File: src/rtl/gestos_pkg.sv
`default_nettype none
// ============================================================================
// Module  : gestos_pkg
// Brief   : Shared types and finger-to-gesture code map for controlador_gestos.
// Revision: 1.0 - initial release
// ============================================================================
package gestos_pkg;

  typedef enum logic [1:0] {
    NINGUNO = 2'b00,
    G1      = 2'b01,
    G2      = 2'b10,
    G3      = 2'b11
  } gesto_t;

  typedef enum logic [1:0] {
    ESPERA = 2'd0,
    FILTRO = 2'd1,
    VALIDO = 2'd2,
    SOLTAR = 2'd3
  } estado_t;

  // Only contiguous runs starting at finger A form a gesture
  function automatic gesto_t mapa_dedos(input logic [3:0] dedos);
    case (dedos)
      4'b0011: mapa_dedos = G1;
      4'b0111: mapa_dedos = G2;
      4'b1111: mapa_dedos = G3;
      default: mapa_dedos = NINGUNO;
    endcase
  endfunction

endpackage
`default_nettype wire

File: src/rtl/controlador_gestos_sincronizador.sv
`default_nettype none
// ============================================================================
// Module  : sincronizador
// Brief   : Parameterised-width two-flop synchroniser, synchronous reset to 0.
// Revision: 1.0 - initial release
// ============================================================================
module sincronizador #(
  parameter int ANCHO = 4
) (
  input  logic             clk,
  input  logic             rst_n,
  input  logic [ANCHO-1:0] d,
  output logic [ANCHO-1:0] q
);

  logic [ANCHO-1:0] r_meta;
  logic [ANCHO-1:0] r_sinc;

  always_ff @(posedge clk) begin
    if (!rst_n) begin
      r_meta <= '0;
      r_sinc <= '0;
    end else begin
      r_meta <= d;
      r_sinc <= r_meta;
    end
  end

  assign q = r_sinc;

endmodule
`default_nettype wire

File: src/rtl/controlador_gestos.sv
`default_nettype none
// ============================================================================
// Module  : controlador_gestos
// Brief   : Debounces finger sensors into a gesture code, offers it once over
//           valid/ready and waits for hand release. Optional macro
//           GESTO_TIMEOUT_EN drops an unclaimed gesture after TIMEOUT cycles.
// Revision: 1.0 - initial release
// ============================================================================
module controlador_gestos
  import gestos_pkg::*;
#(
  parameter int ESTABLE = 16,
  parameter int TIMEOUT = 1024
) (
  input  logic       clk,
  input  logic       rst_n,
  input  logic [3:0] dedos,
  input  logic       listo,
  output logic       gesto_valido,
  output logic [1:0] gesto,
  output logic       ocupado,
  output logic       error_timeout
);

  localparam int                     c_ANCHO_CNT = $clog2(ESTABLE + 1);
  localparam logic [c_ANCHO_CNT-1:0] c_CNT_UNO   = c_ANCHO_CNT'(1);
  localparam logic [c_ANCHO_CNT-1:0] c_CNT_FIN   = c_ANCHO_CNT'(ESTABLE - 1);

  if (ESTABLE < 2) begin : g_chk_estable
    $error("controlador_gestos: ESTABLE must be >= 2");
  end
  if (TIMEOUT < 2) begin : g_chk_timeout
    $error("controlador_gestos: TIMEOUT must be >= 2");
  end

  logic [3:0]             w_dedos_s;
  gesto_t                 w_codigo;
  estado_t                r_estado,    w_estado_sig;
  gesto_t                 r_candidato, w_candidato_sig;
  gesto_t                 r_gesto,     w_gesto_sig;
  logic [c_ANCHO_CNT-1:0] r_cnt,       w_cnt_sig;
  logic                   r_valido;
  logic                   r_ocupado;
  logic                   w_expira;

  sincronizador #(.ANCHO(4)) u_sinc (
    .clk   (clk),
    .rst_n (rst_n),
    .d     (dedos),
    .q     (w_dedos_s)
  );

  assign w_codigo = mapa_dedos(w_dedos_s);

`ifdef GESTO_TIMEOUT_EN
  localparam int                    c_ANCHO_TO = $clog2(TIMEOUT + 1);
  localparam logic [c_ANCHO_TO-1:0] c_TO_FIN   = c_ANCHO_TO'(TIMEOUT - 1);

  logic [c_ANCHO_TO-1:0] r_to_cnt;
  logic                  r_error;

  always_ff @(posedge clk) begin
    if (!rst_n) begin
      r_to_cnt <= '0;
      r_error  <= 1'b0;
    end else begin
      r_to_cnt <= (r_estado == VALIDO) ? r_to_cnt + 1'b1 : '0;
      r_error  <= w_expira;
    end
  end

  // A listo on the expiry edge wins: the handshake completes without error
  assign w_expira      = (r_estado == VALIDO) && (r_to_cnt == c_TO_FIN) && !listo;
  assign error_timeout = r_error;
`else
  assign w_expira      = 1'b0;
  assign error_timeout = 1'b0;
`endif

  always_ff @(posedge clk) begin
    if (!rst_n) begin
      r_estado    <= ESPERA;
      r_candidato <= NINGUNO;
      r_gesto     <= NINGUNO;
      r_cnt       <= '0;
      r_valido    <= 1'b0;
      r_ocupado   <= 1'b0;
    end else begin
      r_estado    <= w_estado_sig;
      r_candidato <= w_candidato_sig;
      r_gesto     <= w_gesto_sig;
      r_cnt       <= w_cnt_sig;
      r_valido    <= (w_estado_sig == VALIDO);
      r_ocupado   <= (w_estado_sig != ESPERA);
    end
  end

  always_comb begin
    w_estado_sig    = r_estado;
    w_candidato_sig = r_candidato;
    w_gesto_sig     = r_gesto;
    w_cnt_sig       = r_cnt;
    case (r_estado)
      ESPERA: begin
        if (w_codigo != NINGUNO) begin
          w_estado_sig    = FILTRO;
          w_candidato_sig = w_codigo;
          w_cnt_sig       = c_CNT_UNO;
        end
      end
      FILTRO: begin
        if (w_codigo == NINGUNO) begin
          w_estado_sig = ESPERA;
        end else if (w_codigo != r_candidato) begin
          w_candidato_sig = w_codigo;
          w_cnt_sig       = c_CNT_UNO;
        end else if (r_cnt == c_CNT_FIN) begin
          w_estado_sig = VALIDO;
          w_gesto_sig  = r_candidato;
        end else begin
          w_cnt_sig = r_cnt + 1'b1;
        end
      end
      VALIDO: begin
        if (listo || w_expira) begin
          w_estado_sig = SOLTAR;
          w_cnt_sig    = '0;
        end
      end
      SOLTAR: begin
        // Any finger back on the sensor restarts the release hold time
        if (w_codigo != NINGUNO) begin
          w_cnt_sig = '0;
        end else if (r_cnt == c_CNT_FIN) begin
          w_estado_sig = ESPERA;
        end else begin
          w_cnt_sig = r_cnt + 1'b1;
        end
      end
      default: w_estado_sig = ESPERA;
    endcase
  end

  assign gesto_valido = r_valido;
  assign gesto        = r_gesto;
  assign ocupado      = r_ocupado;

endmodule
`default_nettype wire

File: config.mk
export PLATFORM = sky130hd
export DESIGN_NAME = controlador_gestos
export DESIGN_NICKNAME = d
export VERILOG_FILES = /design/src/rtl/gestos_pkg.sv /design/src/rtl/controlador_gestos_sincronizador.sv /design/src/rtl/controlador_gestos.sv
export SDC_FILE = /design/constraint.sdc
export NUM_CORES = 1
export LEC_CHECK = 0
export CAP_MARGIN = 15
export CORE_MARGIN = 5
export CORE_UTILIZATION = 55
export CTS_BUF_LIST = sky130_fd_sc_hd__clkbuf_4 sky130_fd_sc_hd__clkbuf_8
export CTS_CLUSTER_DIAMETER = 100
export CTS_CLUSTER_SIZE = 28
export DETAILED_ROUTE_END_ITERATION = 7
export HOLD_SLACK_MARGIN = 0.08
export PLACE_DENSITY = 0.79
export SYNTH_ARGS = -nofsm -noshare
export SYNTH_HDL_FRONTEND = slang
export SYNTH_SLANG_ARGS = --single-unit
File: constraint.sdc
create_clock -name clk -period 2.28 [get_ports clk]
set_input_delay 0.456 -clock clk [delete_from_list [all_inputs] [get_ports clk]]
set_output_delay 0.456 -clock clk [all_outputs]
set_load 0.03 [all_outputs]
==> impl_metrics.py, run 1 <==
metrics = {
    "cells_and_area": {
        "nets": 121,
        "diodes": 0,
        "drive_gt1_share_pct": 7.143,
        "design_area_mm2": 0.001066,
        "areaGrowthSynthToFinish_pct": 14.06,
    },
    "yosys": {
        "yosysMostFrequentCell": "dfxtp_1",
        "synth_area_leader_cell": "dfxtp_1",
        "netlist_top_cells_count": "dfxtp_1 (21), and2_1 (11), o21ai_0 (8)",
        "synthTopCellsByArea": "dfxtp_1 (45%), and2_1 (7.4%), o21ai_0 (4.3%)",
        "ys_seq_area_share_pct": 44.98,
        "yosys_warnings": 0,
        "ys_types": 36,
        "syn_nets": 110,
        "synth_top_flop_cell": "dfxtp_1",
        "synth_edf_count": 0,
        "synthCells": 102,
        "synth_area_um2": 934.6,
        "netlist.area_leader.share_pct": 44.98,
        "syn_avg_cell_area_um2": 9.163,
        "synth_seq_cells": 21,
        "async_flop_share_pct": 0,
    },
    "worst_setup_path": {
        "start_kind": "flop",
        "crit_buf_inv": 0,
        "cp-end-kind": "flop",
        "max_stage_delay_ns": 0.44,
        "cp_cell_sequence": "ha_1 > and4b_1 > nand2_2 > or3_4 > o211a_1 > a21o_1",
        "cp_top_family": "simple AND/OR/NAND/NOR gates",
        "crit_fanout": 6,
        "crit_type": "flop to flop",
        "crit_slowest_cell": "dfxtp_1",
        "worstPathArrival_ns": 2.07,
        "worstPathRequired_ns": 2.49,
    },
    "power": {
        "peakVddDrop_uv": 435.3,
        "pwr_density_cell_mw_per_mm2": 558.1,
        "leakagePower_nw": 0.4091,
    },
    "sta": {
        "finalSetupTns_ns": 0,
        "period_share_pct": 81.78,
        "max-slew-margin-rel_pct": 64.10,
        "max_freq_mhz": 536.3,
        "final_hold_viol_count": 0,
        "setup_violations": 0,
        "tightestPinTransition_ns": 0.5368,
        "finalMaxSlewViolations": 0,
        "rsz0062_at_grt": "no",
        "skew_ns": 0.009208,
        "fin_crit_ns": 1.865,
        "holdWs_ns": 0.4423,
        "setup_slack_ns": 0.4154,
    },
    "route": {
        "wl_per_cell_um": 12.95,
        "final_antenna_net_count": 0,
        "dr.pass1.iters": 4,
        "post_drt_via_cell_ratio": 5.883,
        "vias": 753,
        "routed_wl_mm": 1.657,
        "drt_drc_violations_left": 0,
        "first_iter_violations": 6,
    },
    "global_route": {
        "grt_pass1_vias": 741,
        "gr-total-overflow": 0,
        "grtUsageTotal_pct": 14.75,
        "grt_max_degree": 19,
        "grt_pass1_wl_mm": 2.980,
        "grt_antenna_before_repair": 0,
    },
    "floorplan": {
        "dieArea_mm2": 0.002624,
        "die_y_um": 51.23,
        "core_area_mm2": 0.001559,
        "rows": 14,
        "ios": 12,
        "die_w_um": 51.23,
        "start_util_pct": 59.95,
    },
    "clock_tree": {
        "clkLatencyLatePin_ns": 0.30,
        "root_buffer": "clkbuf_4",
        "cts_hold_buffers": 0,
        "cts_tree": "built",
        "htreeDepth": 1,
        "clock_sinks": 21,
        "postCtsSetupRepairBufs": 0,
        "cts_buffer_depth": 2,
        "post_cts_resized": 0,
        "cts_buffers": 3,
        "clkTransAtPathRegs_ns": 0.12,
    },
    "placed_design": {
        "dp_hpwl_mm": 1.252,
        "port_buffers": 10,
        "place_area_mm2": 0.001036,
        "gp_congestion": 0.8409,
        "pre_cts_slack_ns": 0.4144,
    },
    "job": {
        "cap_violations": 0,
    },
    "worst_hold_path": {
        "hp-class": "flop to flop",
    },
    "outcome": {
        "status": "finished, final reports clean",
    },
}
==> stage by stage <==
step | power (mW) | util, % | cells
floorplan | 0.4041 | - | 102
global placement | 0.4159 | 66.45 | 124
detailed placement | 0.4174 | 66.45 | 124
CTS | 0.5972 | 68.38 | 128
global route | 0.6229 | 68.38 | 128
finish | 0.5949 | 68.38 | 128
==> final timing paths <==
check / startpoint / end / slack, ns / cells after the start
setup / recovery: r_cnt[0] / ocupado / 0.42 / 6
hold / removal: u_sinc.r_meta[0] / u_sinc.q[0] / 0.44 / 1
setup reg to reg: r_cnt[0] / ocupado / 0.42 / 6
hold reg to reg: u_sinc.r_meta[0] / u_sinc.q[0] / 0.44 / 1
==> cells in the final DEF, fill, tap and decap left out, types with 4 or more instances in the layout <==
cell type	n
dfxtp_1	21
and2_1	11
clkdlybuf4s50_1	10
o21ai_0	8
inv_1	6
nand2_1	6
nor2_1	5
a21oi_1	4
nand3_1	4
clkbuf_4	4
==> per-layer routing <==
| layer | vias up | routed length (um) | GRT usage [%] |
|---|---|---|---|
| li1 | 387 | - | - |
| met3 | 2 | 88 | 4.360 |
| met4 | 0 | 6 | 3.930 |
| met2 | 14 | 770 | 25.75 |
| met5 | - | 0 | 0 |
| met1 | 350 | 792 | 17.68 |
==> area by class of cell <==
class                      instances  area, um^2
sequential                        21       420.4
fill                             129       493.0
clock buffer                       4       30.03
tap                               16       20.02
multi-input combinational         71       473.0
timing repair buffer              10       100.1
inverter                           6       22.52
==> logic make-up (layout without fill, tap and decap cells) <==
kind of cell	count (synthesis)	count (layout)	synth area share [%]
other cells	1	1	0.4012
flops	21	21	44.98
compound gates	26	26	19.81
simple gates	42	42	28.11
fa+ha+maj	1	1	1.338
buf+inv	10	20	4.418
xor+xnor	1	1	0.9373
==> registers in the layout, indices dropped and copies added, names as in the netlist <==
| register | count |
|---|---|
| r_cnt | 5 |
| u_sinc.q | 4 |
| u_sinc.r_meta | 4 |
| gesto | 2 |
| r_candidato | 2 |
| r_estado | 2 |
| gesto_valido | 1 |
| ocupado | 1 |
==> worst reg2reg max path, delay by kind of cell, from the launching register on <==
| kind | cells | cell delay (ns) |
|---|---|---|
| DFF | 1 | 0.44 |
| AOI/OAI and AO/OA | 2 | 0.31 |
| and+or+nand+nor | 3 | 0.78 |
| adders and majority gates | 1 | 0.25 |
==> power by group <==
part	internal (mW)	switching [mW]	total, mW	leakage [nW]
Clock	0.0800	0.106	0.186	0.0184
Combinational	0.0160	0.0145	0.0305	0.220
Sequential	0.374	0.00416	0.378	0.171
Note: power is estimated with default switching activity, not from simulation.
==> run 2: changes to the inputs <==
==> constraint.sdc (replaced) <==
create_clock -name clk -period 1.9 [get_ports clk]
set_input_delay 0.38 -clock clk [delete_from_list [all_inputs] [get_ports clk]]
set_output_delay 0.38 -clock clk [all_outputs]
set_load 0.03 [all_outputs]
==> impl_metrics.py, run 2 (synthesis results as in run 1) <==
metrics = {
    "cells_and_area": {
        "mostFrequentLayoutCell": "dfxtp_1",
        "layout.cells.non_filler": 129,
        "nets": 122,
        "diodes": 0,
        "largest_register_ffs": 5,
        "regMostFlops": "r_cnt",
        "areaGrowthSynthToFinish_pct": 14.99,
        "layout_common_cells": "dfxtp_1 (20), and2_1 (11), clkdlybuf4s50_1 (10)",
        "n_fill_cell": 134,
        "drive_gt1_share_pct": 9.735,
    },
    "placed_design": {
        "dp_hpwl_mm": 1.350,
        "port_buffers": 10,
        "place_inst": 125,
        "pre_cts_slack_ns": 0.07632,
        "gp_congestion": 0.9176,
    },
    "worst_setup_path": {
        "crit_buf_inv": 0,
        "worstPathArrival_ns": 2.02,
        "crit_fanout": 5,
        "crit_slowest_cell": "dfxtp_1",
        "timing.rr.start": "r_cnt[1]",
        "r2r_setup_slack_ns": 0.10,
        "cp-endpoint": "ocupado",
        "r2r_cells": 6,
        "cp_top_family": "simple AND/OR/NAND/NOR gates",
        "cp-end-kind": "flop",
        "max_stage_delay_ns": 0.40,
        "cp_cell_sequence": "ha_2 > and4b_1 > nand2_2 > or3_4 > o211a_1 > a21o_1",
        "path_depth": 6,
        "crit_path_start": "r_cnt[1]",
        "worstPathRequired_ns": 2.12,
        "timing.rr.end": "ocupado",
        "start_kind": "flop",
        "crit_type": "flop to flop",
    },
    "route": {
        "first_iter_violations": 17,
        "wl_met1_um": 781,
        "drt_drc_violations_left": 0,
        "wl_met3_um": 126,
        "wl_per_cell_um": 13.96,
        "vias": 786,
        "routed_wl_mm": 1.801,
        "dr_wl_met2_um": 847,
        "final_antenna_net_count": 0,
        "dr.pass1.iters": 4,
        "post_drt_via_cell_ratio": 6.093,
        "highest_layer": "met4",
    },
    "job": {
        "cap_violations": 0,
    },
    "floorplan": {
        "die_w_um": 51.23,
        "rows": 14,
        "start_util_pct": 59.95,
        "core_area_mm2": 0.001559,
        "dieArea_mm2": 0.002624,
        "die_y_um": 51.23,
        "ios": 12,
    },
    "global_route": {
        "grt_max_degree": 13,
        "gr-total-overflow": 0,
        "grt_antenna_before_repair": 0,
        "grt_pass1_vias": 752,
        "grtUsageTotal_pct": 15.69,
        "grt_pass1_wl_mm": 3.139,
    },
    "sta": {
        "period_share_pct": 94.63,
        "finalSetupTns_ns": 0,
        "rsz0062_at_grt": "no",
        "setup_violations": 0,
        "finalMaxSlewViolations": 0,
        "skew_ns": 0.009476,
        "fin_crit_ns": 1.798,
        "setup_slack_ns": 0.1020,
        "final_hold_viol_count": 0,
        "max_freq_mhz": 556.2,
    },
    "clock_tree": {
        "root_buffer": "clkbuf_4",
        "cts_tree": "built",
        "clkTransAtPathRegs_ns": 0.12,
        "cts_buffer_depth": 2,
        "clock_sinks": 21,
        "cts_buffers": 3,
        "htreeDepth": 1,
        "cts_hold_buffers": 0,
        "clkLatencyLatePin_ns": 0.31,
    },
    "worst_hold_path": {
        "hold_depth": 1,
        "min_from": "u_sinc.r_meta[0]",
        "hp-class": "flop to flop",
    },
    "power": {
        "peakVddDrop_uv": 557.7,
        "leakagePower_nw": 0.4106,
        "pwr_density_cell_mw_per_mm2": 658.9,
    },
    "outcome": {
        "status": "finished, final reports clean",
    },
}
## run 2: changes by cell type in the layout (fill, tap and decap cells not counted), sizes merged
cell	before	now
buf	0	1
clkbuf	4	3
clkinv	0	1
## run 2: layout make-up
cell class	instances	area (um^2)	area share, %
clock buffer	3	22.52	2.095
clock inverter	1	5.005	0.4657
inverter	6	22.52	2.095
multi-input combinational	71	475.5	44.24
sequential	21	421.7	39.23
tap	16	20.02	1.863
timing repair buffer	11	107.6	10.01
## run 2: worst min-delay path by stage
stage | to | slack (ns)
2_1_floorplan | u_sinc.q[0] | 0.41
3_3_place_gp | u_sinc.q[0] | 0.42
3_5_place_dp | u_sinc.q[2] | 0.42
4_1_cts | u_sinc.q[0] | 0.45
5_1_grt | u_sinc.q[0] | 0.47
6_report | u_sinc.q[0] | 0.45
## run 2: timing repair
| action | CTS | global route |
|---|---|---|
| buffers inserted | 0 | 0 |
| setup endpoints to repair | 0 | 3 |
| gates resized for setup | 0 | 2 |
| endpoints found under the hold margin | 0 | 0 |
## run 2: worst reg2reg max path: cells and delay by family, from the launching register on
kind                       cells  cell delay (ns)
adders and majority gates      1             0.24
AOI/OAI and AO/OA              2             0.34
and+or+nand+nor                3             0.73
DFF                            1             0.40
## run 2: per-stage QoR
stage	util (%)	hold slack, ns	instance area (um^2)	power [mW]
finish	68.94	0.4467	1075	0.7082
global route	68.94	0.4674	1075	0.7404
CTS	68.70	0.4512	1071	0.7112
detailed placement	66.93	0.4233	1044	0.5027
global placement	66.93	0.4156	1044	0.5015
floorplan	-	0.4119	934.6	0.4850
## run 2: power by group
| group | leakage [nW] | switching (mW) | internal (mW) | total [mW] |
|---|---|---|---|---|
| combinational | 0.221 | 0.0177 | 0.0205 | 0.0383 |
| sequential | 0.171 | 0.00523 | 0.449 | 0.454 |
| clock | 0.0177 | 0.137 | 0.0786 | 0.216 |
| total | 0.411 | 0.160 | 0.548 | 0.708 |
## run 2: routing by layer
metal,GRT usage [%],up-vias
li1,-,387
met1,18.85,362
met2,26.18,30
met3,3.488,7
met4,8.297,0
met5,0,-
